$ cat src/rtl/pac_mapper_controller.sv
// Banked PAC/FM-PAC cartridge controller: ROM banking, key-unlocked paged SRAM window,
// SRAM dirty tracking and registered forwarding of the slot bus to COUNT downstream buses.
module pac_mapper_controller #(
    parameter int unsigned           RAM_ADDR_W     = 24,
    parameter logic [RAM_ADDR_W-1:0] RAM_ADDR_BIOS  = '0,
    parameter logic [RAM_ADDR_W-1:0] RAM_ADDR_PAC   = '0,
    parameter int unsigned           ROM_BANK_BITS  = 2,
    parameter int unsigned           SRAM_PAGE_BITS = 0,
    parameter int unsigned           COUNT          = 1,
    parameter logic [15:0]           KEY            = 16'h694D
) (
    input  logic                       CLK,
    input  logic                       RESET_n,
    // slot bus (cartridge side)
    input  logic [15:0]                i_bus_addr,
    input  logic [7:0]                 i_bus_din,
    input  logic                       i_bus_rd_n,
    input  logic                       i_bus_wr_n,
    input  logic                       i_bus_merq_n,
    input  logic                       i_bus_sltsl_n,
    input  logic                       i_bus_rfsh_n,
    input  logic                       i_bus_reset_n,
    input  logic                       i_bus_clk,
    input  logic                       i_bus_clk_en,
    input  logic                       i_bus_clk_21m,
    input  logic                       i_bus_clk_en_21m,
    output logic [7:0]                 o_bus_dout,
    output logic                       o_bus_busdir_n,
    output logic                       o_bus_int_n,
    output logic                       o_bus_wait_n,
    // RAM port
    output logic [RAM_ADDR_W-1:0]      o_ram_addr,
    output logic                       o_ram_oe_n,
    output logic                       o_ram_we_n,
    output logic [7:0]                 o_ram_din,
    output logic [1:0]                 o_ram_din_size,
    input  logic [7:0]                 i_ram_dout,
    output logic                       o_ram_rfsh_n,
    // downstream buses: one shared forwarded copy, per-bus returns
    output logic [15:0]                o_ext_addr,
    output logic [7:0]                 o_ext_din,
    output logic                       o_ext_rd_n,
    output logic                       o_ext_wr_n,
    output logic                       o_ext_merq_n,
    output logic                       o_ext_sltsl_n,
    output logic                       o_ext_rfsh_n,
    output logic                       o_ext_reset_n,
    output logic                       o_ext_clk,
    output logic                       o_ext_clk_en,
    output logic                       o_ext_clk_21m,
    output logic                       o_ext_clk_en_21m,
    input  logic [COUNT-1:0][7:0]      i_ext_dout,
    input  logic [COUNT-1:0]           i_ext_busdir_n,
    input  logic [COUNT-1:0]           i_ext_int_n,
    input  logic [COUNT-1:0]           i_ext_wait_n,
    // SRAM status
    output logic                       o_sram_enable,
    output logic                       o_sram_dirty,
    input  logic                       i_sram_dirty_clr
);
    localparam logic [3:0] BANK_MASK = 4'((1 << ROM_BANK_BITS) - 1);
    localparam logic [2:0] PAGE_MASK = 3'((1 << SRAM_PAGE_BITS) - 1);

    logic [7:0] r_key0, r_key1;
    logic [3:0] r_bank;
    logic [2:0] r_page;
    logic       r_sram_en, r_wr_prev, r_dirty;
    logic [RAM_ADDR_W-1:0] r_ram_addr;
    logic       r_ram_oe_n, r_ram_we_n, r_ram_rfsh_n;
    logic [7:0] r_ram_din, r_bus_dout;
    logic       r_busdir_n, r_int_n, r_wait_n;
    logic [15:0] r_ext_addr;
    logic [7:0] r_ext_din;
    logic       r_ext_rd_n, r_ext_wr_n, r_ext_merq_n, r_ext_sltsl_n, r_ext_reset_n;
    logic       r_ext_rfsh_n, r_ext_clk, r_ext_clk_en;

    logic w_wr, w_rd, w_cs1, w_wr_evt, w_key0_a, w_key1_a, w_page_a, w_bank_a, w_reg_a;
    logic w_sram_sel, w_sram_wr;
    logic [7:0] w_key0_n, w_key1_n, w_rb, w_local, w_ext_dout;
    logic [3:0] w_bank_n;
    logic [2:0] w_page_n;
    logic w_ext_busdir_n, w_ext_int_n, w_ext_wait_n;
    logic [RAM_ADDR_W-1:0] w_ram_addr;

    assign w_wr     = ~i_bus_sltsl_n & ~i_bus_merq_n & ~i_bus_wr_n;
    assign w_rd     = ~i_bus_sltsl_n & ~i_bus_merq_n & ~i_bus_rd_n;
    assign w_cs1    = i_bus_addr[15:14] == 2'b01;
    assign w_wr_evt = w_wr & ~r_wr_prev;
    assign w_key0_a = i_bus_addr == 16'h5FFE;
    assign w_key1_a = i_bus_addr == 16'h5FFF;
    assign w_page_a = i_bus_addr == 16'h7FF6;
    assign w_bank_a = i_bus_addr == 16'h7FF7;
    assign w_reg_a  = w_key0_a | w_key1_a | w_page_a | w_bank_a;

    assign w_sram_sel = r_sram_en & (i_bus_addr[15:13] == 3'b010) & ~(w_key0_a | w_key1_a);
    assign w_sram_wr  = w_wr & w_cs1 & w_sram_sel;

    assign w_key0_n = (w_wr_evt & w_key0_a) ? i_bus_din : r_key0;
    assign w_key1_n = (w_wr_evt & w_key1_a) ? i_bus_din : r_key1;
    assign w_bank_n = (w_wr_evt & w_bank_a) ? (i_bus_din[3:0] & BANK_MASK) : r_bank;
    assign w_page_n = (w_wr_evt & w_page_a) ? (i_bus_din[2:0] & PAGE_MASK) : r_page;

    // Mask bits above the configured width are always zero, so a plain OR places the field.
    assign w_ram_addr = w_sram_sel
        ? (RAM_ADDR_PAC  | RAM_ADDR_W'({r_page, i_bus_addr[12:0]}))
        : (RAM_ADDR_BIOS | RAM_ADDR_W'({r_bank, i_bus_addr[13:0]}));

    always_comb begin
        w_rb = '0;
        if (w_key0_a)      w_rb = r_key0;
        else if (w_key1_a) w_rb = r_key1;
        else if (w_page_a) w_rb = {5'b0, r_page};
        else if (w_bank_a) w_rb = {4'b0, r_bank};
    end

    always_comb begin
        w_ext_dout     = '0;
        w_ext_busdir_n = 1'b1;
        w_ext_int_n    = 1'b1;
        w_ext_wait_n   = 1'b1;
        for (int unsigned i = 0; i < COUNT; i++) begin
            w_ext_dout     = w_ext_dout | i_ext_dout[i];
            w_ext_busdir_n = w_ext_busdir_n & i_ext_busdir_n[i];
            w_ext_int_n    = w_ext_int_n & i_ext_int_n[i];
            w_ext_wait_n   = w_ext_wait_n & i_ext_wait_n[i];
        end
    end

    assign w_local = (w_rd & w_cs1) ? (w_reg_a ? w_rb : i_ram_dout) : 8'h00;

    always_ff @(posedge CLK or negedge RESET_n) begin
        if (!RESET_n) begin
            r_key0 <= '0; r_key1 <= '0; r_bank <= '0; r_page <= '0;
            r_sram_en <= 1'b0; r_wr_prev <= 1'b1;
            r_ram_addr <= '0; r_ram_oe_n <= 1'b1; r_ram_we_n <= 1'b1; r_ram_din <= '0;
            r_bus_dout <= '0; r_busdir_n <= 1'b1; r_int_n <= 1'b1; r_wait_n <= 1'b1;
            r_ext_addr <= '0; r_ext_din <= '0; r_ext_rd_n <= 1'b1; r_ext_wr_n <= 1'b1;
            r_ext_merq_n <= 1'b1; r_ext_sltsl_n <= 1'b1; r_ext_reset_n <= 1'b0;
        end else if (!i_bus_reset_n) begin
            // wr_prev held high so a write still asserted at release is not an event
            r_key0 <= '0; r_key1 <= '0; r_bank <= '0; r_page <= '0;
            r_sram_en <= 1'b0; r_wr_prev <= 1'b1;
            r_ram_addr <= '0; r_ram_oe_n <= 1'b1; r_ram_we_n <= 1'b1; r_ram_din <= '0;
            r_bus_dout <= '0; r_busdir_n <= 1'b1; r_int_n <= 1'b1; r_wait_n <= 1'b1;
            r_ext_addr <= '0; r_ext_din <= '0; r_ext_rd_n <= 1'b1; r_ext_wr_n <= 1'b1;
            r_ext_merq_n <= 1'b1; r_ext_sltsl_n <= 1'b1; r_ext_reset_n <= 1'b0;
        end else begin
            r_key0 <= w_key0_n; r_key1 <= w_key1_n; r_bank <= w_bank_n; r_page <= w_page_n;
            r_sram_en <= (w_key0_n == KEY[7:0]) & (w_key1_n == KEY[15:8]);
            r_wr_prev <= w_wr;
            r_ram_addr <= ((w_rd | w_wr) & w_cs1) ? w_ram_addr : '0;
            r_ram_oe_n <= ~(w_rd & w_cs1 & ~w_reg_a);
            r_ram_we_n <= ~w_sram_wr;
            r_ram_din  <= w_sram_wr ? i_bus_din : 8'h00;
            r_bus_dout <= ~w_ext_busdir_n ? w_ext_dout : w_local;
            r_busdir_n <= w_ext_busdir_n & ~(w_rd & w_reg_a);
            r_int_n    <= w_ext_int_n;
            r_wait_n   <= w_ext_wait_n;
            r_ext_addr <= i_bus_addr; r_ext_din <= i_bus_din;
            r_ext_rd_n <= i_bus_rd_n; r_ext_wr_n <= i_bus_wr_n;
            r_ext_merq_n <= i_bus_merq_n; r_ext_sltsl_n <= i_bus_sltsl_n;
            r_ext_reset_n <= 1'b1;
        end
    end

    // Refresh and clock copies keep tracking the slot bus through a slot reset.
    always_ff @(posedge CLK or negedge RESET_n) begin
        if (!RESET_n) begin
            r_ram_rfsh_n <= 1'b1; r_ext_rfsh_n <= 1'b1; r_ext_clk <= 1'b0; r_ext_clk_en <= 1'b0;
        end else begin
            r_ram_rfsh_n <= i_bus_rfsh_n; r_ext_rfsh_n <= i_bus_rfsh_n;
            r_ext_clk <= i_bus_clk; r_ext_clk_en <= i_bus_clk_en;
        end
    end

    always_ff @(posedge CLK or negedge RESET_n) begin
        if (!RESET_n)                                       r_dirty <= 1'b0;
        else if (w_wr_evt & w_cs1 & w_sram_sel & i_bus_reset_n) r_dirty <= 1'b1;
        else if (i_sram_dirty_clr)                           r_dirty <= 1'b0;
    end

    assign o_bus_dout       = r_bus_dout;
    assign o_bus_busdir_n   = r_busdir_n;
    assign o_bus_int_n      = r_int_n;
    assign o_bus_wait_n     = r_wait_n;
    assign o_ram_addr       = r_ram_addr;
    assign o_ram_oe_n       = r_ram_oe_n;
    assign o_ram_we_n       = r_ram_we_n;
    assign o_ram_din        = r_ram_din;
    assign o_ram_din_size   = 2'b00;    // 8-bit transfers only
    assign o_ram_rfsh_n     = r_ram_rfsh_n;
    assign o_ext_addr       = r_ext_addr;
    assign o_ext_din        = r_ext_din;
    assign o_ext_rd_n       = r_ext_rd_n;
    assign o_ext_wr_n       = r_ext_wr_n;
    assign o_ext_merq_n     = r_ext_merq_n;
    assign o_ext_sltsl_n    = r_ext_sltsl_n;
    assign o_ext_rfsh_n     = r_ext_rfsh_n;
    assign o_ext_reset_n    = r_ext_reset_n;
    assign o_ext_clk        = r_ext_clk;
    assign o_ext_clk_en     = r_ext_clk_en;
    assign o_ext_clk_21m    = i_bus_clk_21m;
    assign o_ext_clk_en_21m = i_bus_clk_en_21m;
    assign o_sram_enable    = r_sram_en;
    assign o_sram_dirty     = r_dirty;
endmodule

$ cat config.mk
export PLATFORM = sky130hd
export DESIGN_NAME = pac_mapper_controller
export DESIGN_NICKNAME = d
export VERILOG_FILES = /design/src/rtl/pac_mapper_controller.sv
export SDC_FILE = /design/constraint.sdc
export NUM_CORES = 1
export LEC_CHECK = 0
export CAP_MARGIN = 10
export CORE_AREA = 5 5 103 105
export CTS_CLUSTER_SIZE = 28
export DETAILED_ROUTE_END_ITERATION = 10
export DIE_AREA = 0 0 108 110
export GPL_TIMING_DRIVEN = 0
export PLACE_DENSITY_LB_ADDON = 0.15
export SYNTH_ARGS = -nofsm -noshare
export SYNTH_HDL_FRONTEND = slang
export SYNTH_SLANG_ARGS = --single-unit
export TNS_END_PERCENT = 10
$ cat constraint.sdc
create_clock -name CLK -period 2.1 [get_ports CLK]
set_clock_uncertainty 0.15 [all_clocks]
set_input_delay 0.42 -clock CLK [delete_from_list [all_inputs] [get_ports CLK]]
set_output_delay 0.42 -clock CLK [all_outputs]
set_load 0.05 [all_outputs]
==> results of run 1 <==
## kinds of logic (layout without fill, tap and decap cells)
kind of cell	Yosys count	in the layout	share of synthesized area
AO/OA/AOI/OAI	43	43	0.0829
multiplexers	15	15	0.0401
buffers and inverters	31	192	0.0481
flip-flops	90	90	0.605
other	1	10	0.00100
AND/OR/NAND/NOR	136	136	0.222
## path summary, 6_finish.rpt
kind / startpoint / to / slack [ns] / cells past startpoint
setup / recovery: i_bus_addr[11] / o_sram_enable$_DFF_PN0_ / -0.04 / 8
hold / removal: i_bus_addr[9] / o_ram_addr[9]$_DFF_PN0_ / 0.14 / 2
setup reg to reg: r_wr_prev$_DFF_PN1_ / o_sram_enable$_DFF_PN0_ / -0.03 / 7
hold reg to reg: o_sram_dirty$_DFFE_PN0P_ / o_sram_dirty$_DFFE_PN0P_ / 0.38 / 2
max in group asynchronous: RESET_n / o_ram_we_n$_DFF_PN1_ / 0.82 / 3
min in group asynchronous: RESET_n / o_ext_clk_en$_DFF_PN0_ / 0.32 / 2
## per-layer routing
layer	share of wire	vias up	wire [um]	global-route usage
met5	0	-	0	0
met4	0.022	0	226	0.0757
met3	0.061	17	622	0.0402
met2	0.50	107	5020	0.287
met1	0.42	1410	4250	0.214
li1	-	1381	-	-
## stage by stage
step / TNS, ns / hold WS, ns
after floorplan: -0.364 / -0.0256
after global placement: -265.26 / 0.365
after detailed placement: -41.32 / 0.160
after CTS: -0.119 / 0.257
after global routing: -0.594 / 0.146
final: -0.0438 / 0.142
## what timing repair did
| item | in CTS | in global routing |
|---|---|---|
| endpoints found under the hold margin | 11 | 0 |
| gates cloned | 1 | 0 |
| pin swaps | 12 | 13 |
| endpoints found under the setup margin | 69 | 45 |
| hold buffers | 1 | 0 |
| setup buffers | 8 | 9 |
| resized for setup | 53 | 41 |
## flip-flops by register name (all words and copies together), names as in the netlist, 2 cells and up
name and count:
o_ext_addr 16, o_ram_addr 16, o_bus_dout 8, o_ext_din 8
o_ram_din 8, r_key0 8, r_key1 8, r_bank 2
## power by group through the flow
stage / clock network [mW] / registers, mW / logic, mW
floorplan: 0 / 1.99 / 0.144
global route: 1.41 / 1.80 / 0.623
detailed placement: 0 / 1.83 / 0.591
finish: 1.32 / 1.79 / 0.590
CTS: 1.35 / 1.80 / 0.586
global placement: 0 / 1.83 / 0.580
## placed cells by master (no fill, tap or decap), types with 3 or more instances in the layout
cell / n
nor2_1: 9
dfstp_2: 11
inv_1: 5
dlygate4sd2_1: 17
dfrtp_1: 79
mux2i_1: 14
nand2_1: 23
dlymetal6s2s_1: 3
nor3_4: 4
or4_4: 3
clkbuf_1: 5
a21oi_1: 8
nor4b_4: 3
clkdlybuf4s15_1: 4
clkbuf_2: 11
nand2b_1: 10
clkbuf_8: 9
buf_4: 31
nor2b_1: 11
a221o_1: 6
clkdlybuf4s50_1: 93
o22ai_1: 6
and2_1: 47
a21boi_1: 7
o21ai_1: 3
conb_1: 10
## layout make-up
type,instances,share of cell area
Clock inverter,5,0.00978
Buffer,24,0.0287
Tap cell,133,0.0289
Timing Repair Buffer,147,0.247
Clock buffer,11,0.0302
Inverter,5,0.00326
Multi-Input combinational cell,204,0.259
Sequential cell,90,0.393
==> summary.txt, run 1 <==
Setup WS pre-CTS - -0.941 ns
Max-slew violations - 0
Pleak - 2.59 nW
Final WS setup - -0.0438 ns
Gr ovfl total - 0
Antenna diode count - 0
Cell count after synthesis - 316
H-tree levels - 3
CP peak stage delay - 0.59 ns
Clock Path Buffers - 2
Failing checks - negative setup slack
Via count - 2915
Drt wl/cell - 16.3 um
Status - finished with violations
Share of layout cells above drive strength 1 - 0.212
Synth top area share - 0.528
Root Driver - clkbuf_8
Post-route antenna net violation count - 0
Clk slew on worst S/H paths - 0.09 ns
1st-iter DRT viols - 169
Register area share after synthesis - 0.605
TritonCTS buffer count - 9
Sw frac - 0.273
Residual DRC count - 0
I/O pin total - 140
Ys Warns - 0
Dpl cells - 586
Fin nets - 537
Largest net degree at the start of global routing - 74
Leading area contributor after synthesis - dfrtp_1
Area Overhead vs Synth - 53.9%
CTS tree - done
Peak fanout along the critical path - 5
Die footprint - 11900 sq um
Initial antenna violation count - 0
Switching pwr - 1.01 mW
Top cells by instance count after synthesis - dfrtp_1 (79), and2_1 (47), nand2_1 (23), mux2i_1 (15), buf_4 (13)
Final Hold Vio Count - 0
Async set-reset flop share out of synthesis - 1.00
Pwr Total - 3.71 mW
Tightest Pin Transition - 0.540 ns
Layout fillers - 832
# clock sinks - 90
Vias per std cell - 4.71
Crit path capture type - flip-flop
Count leader, synth - dfrtp_1
Synth cell types - 46
RSZ-0062 raised after global routing - yes
Sequential power share - 0.484
Fin crit share - 1.02
Startpoint types - primary input
EDFF count, synth - 0
Register area - 2270 sq um
Fin crit period - 2.14 ns
Max-cap violations - 0
# setup viols final - 1
Mapped Area - 3740 sq um
Num rows - 36
Post-synth top flop - dfrtp_1
Vias in the first global route - 3069
Worst hold path type - primary input to flip-flop
Global-route wire length before repair - 15600 um
Comb pwr share - 0.159
Cell family with most CP delay - simple AND/OR/NAND/NOR gates
Core area - 9550 sq um
Max stage delay cell, worst path - or4_4
Die height - 110 um
Clock power share - 0.357
Final wirelength - 10100 um
Cell Area, Placed - 5240 sq um
Fmax - 466 MHz
Internal - 2.70 mW
WP data required - 2.22 ns
Worst rel slew slack - 0.640
Initial DRT Pass Iterations - 4
Top cells by area, synth - dfrtp_1 (53%), and2_1 (7.9%), dfstp_2 (7.7%), mux2i_1 (4.0%), buf_4 (2.6%)
Final Instance Area - 5760 sq um
Pwr per Cell Area - 644 nW/um^2
Port Buffers - 127
Final Wtd Congestion - 0.850
CP Buf/Inv Count - 3
Multi-input logic area - 1490 sq um
Die width - 108 um
Post-route insts no fill - 619
Register bit total from synthesis - 90
Clk_lat worst skew - 0.36 ns
Peak VDD IR - 304 uV
Hpwl dp - 7300 um
CP Cell Sequence - clkdlybuf4s15_1, nand3_2, or4_4, buf_12, buf_4, nor4b_4, o22ai_2, nor4_4
Syn_area_per_cell - 11.8 sq um
Initial Util - 0.392
Gr usage total - 0.172
Worst Setup Path Type - primary input to flip-flop
Arr. time, crit path - 2.26 ns
Final Util - 0.603
Power figures use the tool's default switching activity.
==> run 2: changes to the inputs <==
Settings changed: CORE_AREA 5 5 103 105 to 5 5 99 101, DIE_AREA 0 0 108 110 to 0 0 104 106, MAX_ROUTING_LAYER set to met4.
Clock period 2.1 ns to 2.37 ns, I/O delays scaled along.
==> run 2 against run 1 <==
Net effect: the run now ends clean; hold slack better by 0.053 ns; wire length increased by 0.57%; sequential power is 11% lower; sequential share of layout area up 0.78 points; total power decreased by 13%; clock power down 16%; global-route usage increased by 1.3 points; die area decreased by 7.2%; critical endpoint is now o_ext_wr_n; count of clock-buffer cells in the layout down 1; largest cell class unchanged; via count hardly changed.
==> summary.txt, run 2 (same netlist as run 1, synthesis figures left out) <==
WP data required - 1.75 ns
TritonCTS buffer count - 9
Via count - 2913
Global-route wire length before repair - 15700 um
CP peak stage delay - 0.81 ns
Routed wl met3 - 577 um
Setup WS pre-CTS - -0.691 ns
Worst Setup Path Type - flip-flop to primary output
Vias per std cell - 4.94
Fin nets - 530
Peak VDD IR - 280 uV
Fin crit period - 2.32 ns
Crit path capture type - primary output
Gr ovfl total - 0
Die height - 106 um
Fin crit share - 0.978
Worst rel slew slack - 0.618
Largest net degree at the start of global routing - 64
Vias in the first global route - 2894
Peak fanout along the critical path - 1
Gr usage total - 0.185
Initial DRT Pass Iterations - 4
Fmax - 431 MHz
Arr. time, crit path - 1.69 ns
Clk_lat worst skew - 0.36 ns
Initial antenna violation count - 0
Final Util - 0.632
# setup viols final - 0
Metal2 WL - 5060 um
Startpoint types - flip-flop
Wl on met1 - 4370 um
CP Cell Sequence - clkdlybuf4s50_1
Max stage delay cell, worst path - clkdlybuf4s50_1
Post-route antenna net violation count - 0
Final wirelength - 10200 um
Antenna diode count - 0
Share of layout cells above drive strength 1 - 0.180
Die footprint - 11000 sq um
# clock sinks - 90
Most frequent cells in the layout - clkdlybuf4s50_1 (108), dfrtp_1 (79), and2_1 (47)
I/O pin total - 140
Pleak - 2.57 nW
Area Overhead vs Synth - 50.9%
Final WS setup - 0.0524 ns
Initial Util - 0.419
Root Driver - clkbuf_8
1st-iter DRT viols - 134
Max layer used - met4
Final Wtd Congestion - 0.878
Num rows - 35
Tightest Pin Transition - 0.572 ns
CP Buf/Inv Count - 1
Die width - 104 um
H-tree levels - 3
Commonest non-fill, non-tap cell in the layout - clkdlybuf4s50_1
Max-slew violations - 0
Pwr per Cell Area - 572 nW/um^2
CTS tree - done
RSZ-0062 raised after global routing - yes
Drt wl/cell - 17.2 um
Cell family with most CP delay - buffers and inverters
Core area - 8930 sq um
Residual DRC count - 0
Max-cap violations - 0
Clock Path Buffers - 2
Clk slew on worst S/H paths - 0.09 ns
Worst hold path type - primary input to flip-flop
Port Buffers - 127
Status - finished, final reports clean
Hpwl dp - 7360 um
Final Hold Vio Count - 0
-- run 2: cell types whose count changed in the layout (fill, tap and decap cells not counted), sizes merged --
cell	before	now
buf	35	30
bufbuf	1	0
clkbuf	28	22
clkdlybuf4s15	4	0
clkdlybuf4s50	93	108
clkinv	2	3
clkinvlp	1	0
dlygate4sd2	17	0
dlymetal6s2s	3	13
inv	6	7
-- run 2: area by class of cell --
| type | count | area [sq um] |
|---|---|---|
| Fill cell | 745 | 3290 |
| Sequential cell | 90 | 2270 |
| Multi-Input combinational cell | 204 | 1440 |
| Timing Repair Buffer | 140 | 1410 |
| Buffer | 24 | 161 |
| Tap cell | 111 | 139 |
| Clock buffer | 10 | 138 |
| Clock inverter | 6 | 72.6 |
| Inverter | 5 | 18.8 |
-- run 2: per-stage QoR --
step / power, mW / area, sq um / setup TNS (ns) / instances / hold slack [ns]
after floorplan: 1.89 / 3780 / 0 / 325 / 0.0284
after global placement: 2.13 / 5190 / -233.64 / 563 / 0.365
after detailed placement: 2.14 / 5210 / -25.24 / 564 / 0.282
after CTS: 3.24 / 5470 / -0.918 / 580 / 0.322
after global routing: 3.36 / 5650 / -0.00605 / 590 / 0.192
final: 3.23 / 5650 / 0 / 590 / 0.195
-- run 2: metal layers --
metal | GRT usage | vias up
li1 | - | 1365
met1 | 0.235 | 1432
met2 | 0.291 | 104
met3 | 0.0443 | 12
met4 | 0.0666 | 0
met5 | - | -
-- run 2: final timing paths --
check / from / cells after the start / endpoint / slack, ns
setup / recovery: o_ext_wr_n$_DFF_PN1_ / 1 / o_ext_wr_n / 0.05
hold / removal: i_bus_addr[4] / 2 / o_ext_addr[4]$_DFF_PN0_ / 0.20
setup reg to reg: r_wr_prev$_DFF_PN1_ / 5 / o_sram_enable$_DFF_PN0_ / 0.29
hold reg to reg: o_sram_dirty$_DFFE_PN0P_ / 2 / o_sram_dirty$_DFFE_PN0P_ / 0.38
max in group asynchronous: RESET_n / 3 / o_ram_we_n$_DFF_PN1_ / 0.96
min in group asynchronous: RESET_n / 2 / o_ext_reset_n$_DFF_PN0_ / 0.43
-- run 2: timing repair --
| item | CTS | global route |
|---|---|---|
| gates cloned | 0 | 0 |
| pin swaps | 4 | 11 |
| buffers inserted | 1 | 10 |
| endpoints found under the setup margin | 44 | 32 |
| hold buffers | 1 | 0 |
| gates resized for setup | 16 | 42 |
| endpoints found under the hold margin | 22 | 0 |
-- run 2: where the power goes --
part	total (mW)	switching, mW	internal (mW)	leakage (nW)
combinational	0.526	0.326	0.200	1.28
clock	1.11	0.584	0.530	0.109
sequential	1.59	0.0118	1.58	1.18
total	3.23	0.922	2.31	2.57
